**src/rtl/video_pkg.sv**
```systemverilog
// Shared definitions for the video stage and its LED-matrix consumer.
package video_pkg;

  localparam int SCREEN_W = 16;
  localparam int SCREEN_H = 16;
  localparam int PIX_AW   = 8;

  typedef enum logic {
    S_BLANK,
    S_ON
  } scan_state_t;

  // One full frame: [row][column], column bit 15 is the leftmost pixel.
  typedef logic [SCREEN_H-1:0][SCREEN_W-1:0] frame_t;

endpackage

```
**src/rtl/pix_capture.sv**
```systemverilog
// Pixel-stream capture: tracks address continuity, assembles frames in a
// shadow store and hands completed frames to a ready store.
module pix_capture
  import video_pkg::*;
(
  input  logic              clk,
  input  logic              rst_n,
  input  logic              to_vram,
  input  logic [PIX_AW-1:0] vram_addr,
  input  logic              consume,
  output frame_t            ready,
  output logic              ready_valid,
  output logic              sync_err,
  output logic [7:0]        drop_count
);

  localparam logic [PIX_AW-1:0] LAST_ADDR = '1;

  logic              armed;
  logic [PIX_AW-1:0] expect_addr;
  frame_t            shadow;
  frame_t            shadow_next;
  logic              in_seq;
  logic              capture;
  logic              complete;
  logic [3:0]        pix_row;
  logic [3:0]        pix_col;

  // Address 0 always (re)starts a frame, otherwise only the expected address
  // is accepted while armed; 255 is only reachable in sequence.
  assign in_seq   = armed && (vram_addr == expect_addr);
  assign capture  = in_seq || (vram_addr == '0);
  assign complete = capture && (vram_addr == LAST_ADDR);
  assign pix_row  = vram_addr[7:4];
  assign pix_col  = ~vram_addr[3:0];

  // Shadow contents with the current pixel merged in.
  always_comb begin
    // NOTE: default assignment first so no path leaves shadow_next unassigned (no latch).
    shadow_next = shadow;
    if (capture) shadow_next[pix_row][pix_col] = to_vram;
  end

  // Arm/sync tracking, frame stores, ready hand-off and drop accounting.
  always_ff @(posedge clk or negedge rst_n) begin
    if (!rst_n) begin
      armed       <= 1'b0;
      expect_addr <= '0;
      // NOTE: the frame stores are reset because a reset must blank the display content too.
      shadow      <= '0;
      ready       <= '0;
      ready_valid <= 1'b0;
      sync_err    <= 1'b0;
      drop_count  <= '0;
    end else begin
      // NOTE: non-blocking assignments so every register samples pre-edge values.
      armed       <= capture;
      expect_addr <= vram_addr + 1'b1;
      sync_err    <= armed && !in_seq;
      if (capture) shadow <= shadow_next;
      if (complete) begin
        ready       <= shadow_next;
        ready_valid <= 1'b1;
        if (ready_valid && !consume && (drop_count != 8'hFF))
          drop_count <= drop_count + 8'd1;
      end else if (consume) begin
        ready_valid <= 1'b0;
      end
    end
  end

endmodule

```
**src/rtl/matrix_scan.sv**
```systemverilog
// Row-multiplexed 16x16 LED matrix driver: blank/lit scan per row, with the
// displayed frame swapped from the ready store only at scan-frame boundaries.
module matrix_scan
  import video_pkg::*;
#(
  parameter int DWELL = 64,
  parameter int BLANK = 4
) (
  input  logic              clk,
  input  logic              rst_n,
  input  logic              to_vram,
  input  logic [PIX_AW-1:0] vram_addr,
  output logic [15:0]       row_sel,
  output logic [15:0]       col_data,
  output logic              frame_done,
  output logic              sync_err,
  output logic [7:0]        frame_count,
  output logic [7:0]        drop_count
);

  localparam int CNT_MAX = (DWELL > BLANK) ? DWELL : BLANK;
  localparam int CW      = (CNT_MAX > 1) ? $clog2(CNT_MAX) : 1;
  localparam int ROW_W   = $clog2(SCREEN_H);

  localparam logic [CW-1:0]    DWELL_LAST = CW'(DWELL - 1);
  localparam logic [CW-1:0]    BLANK_LAST = CW'(BLANK - 1);
  localparam logic [ROW_W-1:0] ROW_LAST   = ROW_W'(SCREEN_H - 1);

  scan_state_t      state;
  logic [CW-1:0]    cnt;
  logic [ROW_W-1:0] row;
  frame_t           front;
  frame_t           ready;
  logic             ready_valid;
  logic             boundary;
  logic             consume;

  // Last lit cycle of row 15 is where a waiting frame is taken for display.
  assign boundary = (state == S_ON) && (cnt == DWELL_LAST) && (row == ROW_LAST);
  assign consume  = boundary && ready_valid;

  pix_capture u_capture (
    .clk         (clk),
    .rst_n       (rst_n),
    .to_vram     (to_vram),
    .vram_addr   (vram_addr),
    .consume     (consume),
    .ready       (ready),
    .ready_valid (ready_valid),
    .sync_err    (sync_err),
    .drop_count  (drop_count)
  );

  // Scan FSM with registered row/column drive and frame swap at the boundary.
  always_ff @(posedge clk or negedge rst_n) begin
    if (!rst_n) begin
      state       <= S_BLANK;
      cnt         <= '0;
      row         <= '0;
      front       <= '0;
      row_sel     <= '0;
      col_data    <= '0;
      frame_done  <= 1'b0;
      frame_count <= '0;
    end else begin
      frame_done <= 1'b0;
      case (state)
        S_BLANK: begin
          if (cnt == BLANK_LAST) begin
            cnt      <= '0;
            state    <= S_ON;
            row_sel  <= 16'(1) << row;
            col_data <= front[row];
          end else begin
            cnt <= cnt + 1'b1;
          end
        end
        S_ON: begin
          if (cnt == DWELL_LAST) begin
            cnt      <= '0;
            state    <= S_BLANK;
            row_sel  <= '0;
            col_data <= '0;
            row      <= row + 1'b1;
            if (consume) begin
              front       <= ready;
              frame_done  <= 1'b1;
              frame_count <= frame_count + 8'd1;
            end
          end else begin
            cnt <= cnt + 1'b1;
          end
        end
        default: begin
          state <= S_BLANK;
          cnt   <= '0;
        end
      endcase
    end
  end

endmodule

```
**config.mk**
```make
export PLATFORM = sky130hd
export DESIGN_NAME = matrix_scan
export DESIGN_NICKNAME = d
export VERILOG_FILES = /design/src/rtl/video_pkg.sv /design/src/rtl/pix_capture.sv /design/src/rtl/matrix_scan.sv
export SDC_FILE = /design/constraint.sdc
export NUM_CORES = 1
export LEC_CHECK = 0
export CAP_MARGIN = 20
export CORE_AREA = 4 4 256 320
export CTS_CLUSTER_SIZE = 20
export DETAILED_ROUTE_END_ITERATION = 10
export DIE_AREA = 0 0 260 324
export GPL_TIMING_DRIVEN = 0
export MAX_ROUTING_LAYER = met4
export REMOVE_ABC_BUFFERS = 1
export SKIP_LAST_GASP = 1
export SLEW_MARGIN = 20
export SYNTH_ARGS = -nofsm -noshare
export SYNTH_HDL_FRONTEND = slang
export SYNTH_SLANG_ARGS = --single-unit
```
**constraint.sdc**
```tcl
create_clock -name clk -period 3.75 [get_ports clk]
set_input_delay 0.75 -clock clk [delete_from_list [all_inputs] [get_ports clk]]
set_output_delay 0.75 -clock clk [all_outputs]
set_load 0.02 [all_outputs]
```
==> summary.txt <==
Run status -> complete, no violations
M2 GR Usage -> 0.385
Number of distinct library cells after synthesis -> 48
Actual slew at the worst max-slew pin -> 1.11 ns
Post-Route WL -> 94900 um
WS Path Type -> in -> reg
First-pass GRT wire length -> 150000 um
Top_reg_cell synth -> dfrtp_1
FF+latch count, synth -> 838
GRT Util Overall -> 0.236
First-pass iteration count of the detailed router -> 6
Fin Hold WS -> 0.0591 ns
Buffers added on ports -> 60
Placed insts -> 4522
CTS tree -> yes
Hold-fix buffers, CTS -> 0
Largest net degree at the start of global routing -> 146
Final setup vio count -> 0
Fmax -> 0.269 GHz
Leakage power -> 0.0199 uW
Worst vdd ir -> 344 uV
Design Power -> 18500 uW
Global placement routability congestion -> 0.795
Commonest cells after routing, fill and taps aside -> nand2_1, dfrtp_1, o21ai_0
Crit path max fanout -> 43
Syn Std Cell Area -> 35200 um2
Via density per instance -> 5.46
DRC viols -> 0
Clock root cell -> clkbuf_16
Core Area -> 78700 um2
Clk pin slew, worst setup/hold paths -> 0.07 ns
Fin crit share -> 0.990
Tmin final -> 3.71 ns
GRT overflow -> 0
Vias -> 25.6k
YS warnings -> 0
Type of the most critical hold path -> in -> async
M1 GR Usage -> 0.314
ANT nets after route -> 0
Clock Path Buffers -> 3
# rows -> 115
Worst slack, placed -> -1.92 ns
DP Wirelength -> 56200 um
Post-DR wirelength/cell -> 20.3 um
Worst setup margin -> 0.0385 ns
Setup crit start kind -> input pin
Die Y -> 324 um
Slew HR -> 0.258
Most common cell after layout, fill and taps aside -> nand2_1
I/O Pins -> 61
EDFF count, synth -> 0
Crit path required time -> 4.28 ns
Number of global-route vias before repair -> 25.1k
Share of cells above drive strength 1 -> 0.107
Die Area -> 84200 um2
Fin. Hold Viols -> 0
TritonCTS Sinks -> 838
Met3 Use GR -> 0.0333
Number of buffers created by CTS -> 82
Fraction of registers with async set or reset after synthesis -> 1.00
Register area share after synthesis -> 0.595
Power per cell area -> 454 nW/um2
Initial antenna violation count -> 3
Die width -> 260 um
Skew-Pair Late Insertion Delay -> 0.63 ns
Worst path arrival time -> 4.24 ns
Layout net count -> 3585
Most used routing layer -> met2
Non-filler cells in the finished layout -> 4680
H-tree depth -> 3
Syn Area/Cell -> 9.77 um2
Skew final -> 0.0215 ns
Area Overhead vs Synth -> 15.5%
Initial Util -> 0.448
Slew Limit Fails -> 0
Max_cap viols -> 0
Syn Inst Count -> 3605
DR iter-0 viols -> 2399
Crit. End Element -> flip-flop
RSZ-0062 raised after global routing -> yes
[path summary, 6_finish.rpt]
| path | to | startpoint | slack, ns | cells past startpoint |
|---|---|---|---|---|
| worst max register to register | front[172] | row[0] | 0.29 | 10 |
| worst max-delay path | u_capture.ready[145] | vram_addr[7] | 0.04 | 7 |
| min in group clk | front[173] | u_capture.ready[173] | 0.45 | 2 |
| worst min-delay path | u_capture.shadow[186] | rst_n | 0.06 | 1 |
| worst min register to register | front[173] | u_capture.ready[173] | 0.45 | 2 |
| max in group asynchronous | front[215] | rst_n | 1.39 | 4 |
[power by group]
| group | switching (uW) | internal [uW] |
|---|---|---|
| sequential | 3.59 | 9050 |
| clock | 3540 | 5410 |
| combinational | 380 | 74.8 |
[critical path, cell delays in order]
cell and delay, ns:
dlygate4sd2_1 0.73, xor2_1 0.28, or4_4 0.66, nor3_4 0.47
nand3_4 0.66, buf_12 0.44, o21ai_0 0.23
[cell families after synthesis]
logic type	Yosys count	synth area share
adder cells (fa/ha/maj)	13	0.00462
multiplexers	149	0.0670
buffers and inverters	286	0.0329
flip-flops	838	0.595
AO/OA/AOI/OAI	566	0.0959
AND/OR/NAND/NOR	1720	0.196
XOR/XNOR	33	0.00821
[cells in the mapped netlist, types with 7 or more instances]
library cell | n | area share
nand2_1 | 1447 | 0.15
buf_1 | 16 | 0.0017
o41ai_1 | 8 | 0.0020
o22ai_1 | 16 | 0.0028
nand4_1 | 19 | 0.0034
a31oi_1 | 21 | 0.0037
clkbuf_1 | 206 | 0.022
ha_1 | 13 | 0.0046
mux2_2 | 43 | 0.014
a21o_1 | 16 | 0.0034
o31ai_1 | 98 | 0.021
nor2_1 | 71 | 0.0076
nor3_1 | 41 | 0.0058
mux4_2 | 64 | 0.041
a21oi_1 | 103 | 0.015
nand3_1 | 79 | 0.011
buf_2 | 49 | 0.0070
inv_1 | 12 | 0.0013
xor2_1 | 14 | 0.0035
nor2_4 | 10 | 0.0032
xnor2_1 | 19 | 0.0047
a22o_1 | 32 | 0.0080
mux2i_1 | 32 | 0.0091
dfrtp_1 | 838 | 0.60
and2_1 | 13 | 0.0023
mux2_1 | 10 | 0.0032
o2bb2ai_1 | 13 | 0.0032
o21ai_0 | 254 | 0.036
nor2b_1 | 7 | 0.0012
[state kept, by name (all words and copies together) (netlist names), 4 cells and up]
| signal | count |
|---|---|
| front | 256 |
| u_capture.expect_addr | 8 |
| frame_count | 8 |
| u_capture.drop_count | 8 |
| row_sel | 16 |
| col_data | 16 |
| u_capture.ready | 256 |
| cnt | 6 |
| u_capture.shadow | 255 |
| row | 4 |
[area by class of cell]
class / count / area [um2]
diodes: 3 / 7.51
clock buffers: 118 / 2510
clock inverters: 29 / 435
fillers: 7082 / 38000
inverters: 12 / 52.6
multi-input cells: 2482 / 13300
flip-flops and latches: 838 / 21000
well taps: 1053 / 1320
repair buffers: 145 / 2070
[through the flow]
stage           util  cell area (um2)  setup TNS (ns)
3_5_place_dp   0.477            37600         -479.77
3_3_place_gp   0.458            36000               -
6_report       0.517            40700               0
4_1_cts        0.516            40600          -0.127
5_1_grt        0.517            40700           -1.68
2_1_floorplan      -            34100        -3867.09
[layer usage]
metal / part of all wire / vias up
met5: 0 / -
met4: 0.022 / 0
met3: 0.052 / 133
met2: 0.49 / 598
met1: 0.44 / 12942
li1: - / 11893
[timing repair]
item | in CTS | in global routing
buffers inserted | 4 | 2
gates resized for setup | 11 | 6
pin swaps | 3 | 2
cloned | 1 | 0
setup endpoints to repair | 338 | 148
Note: power is estimated with default switching activity, not from simulation.
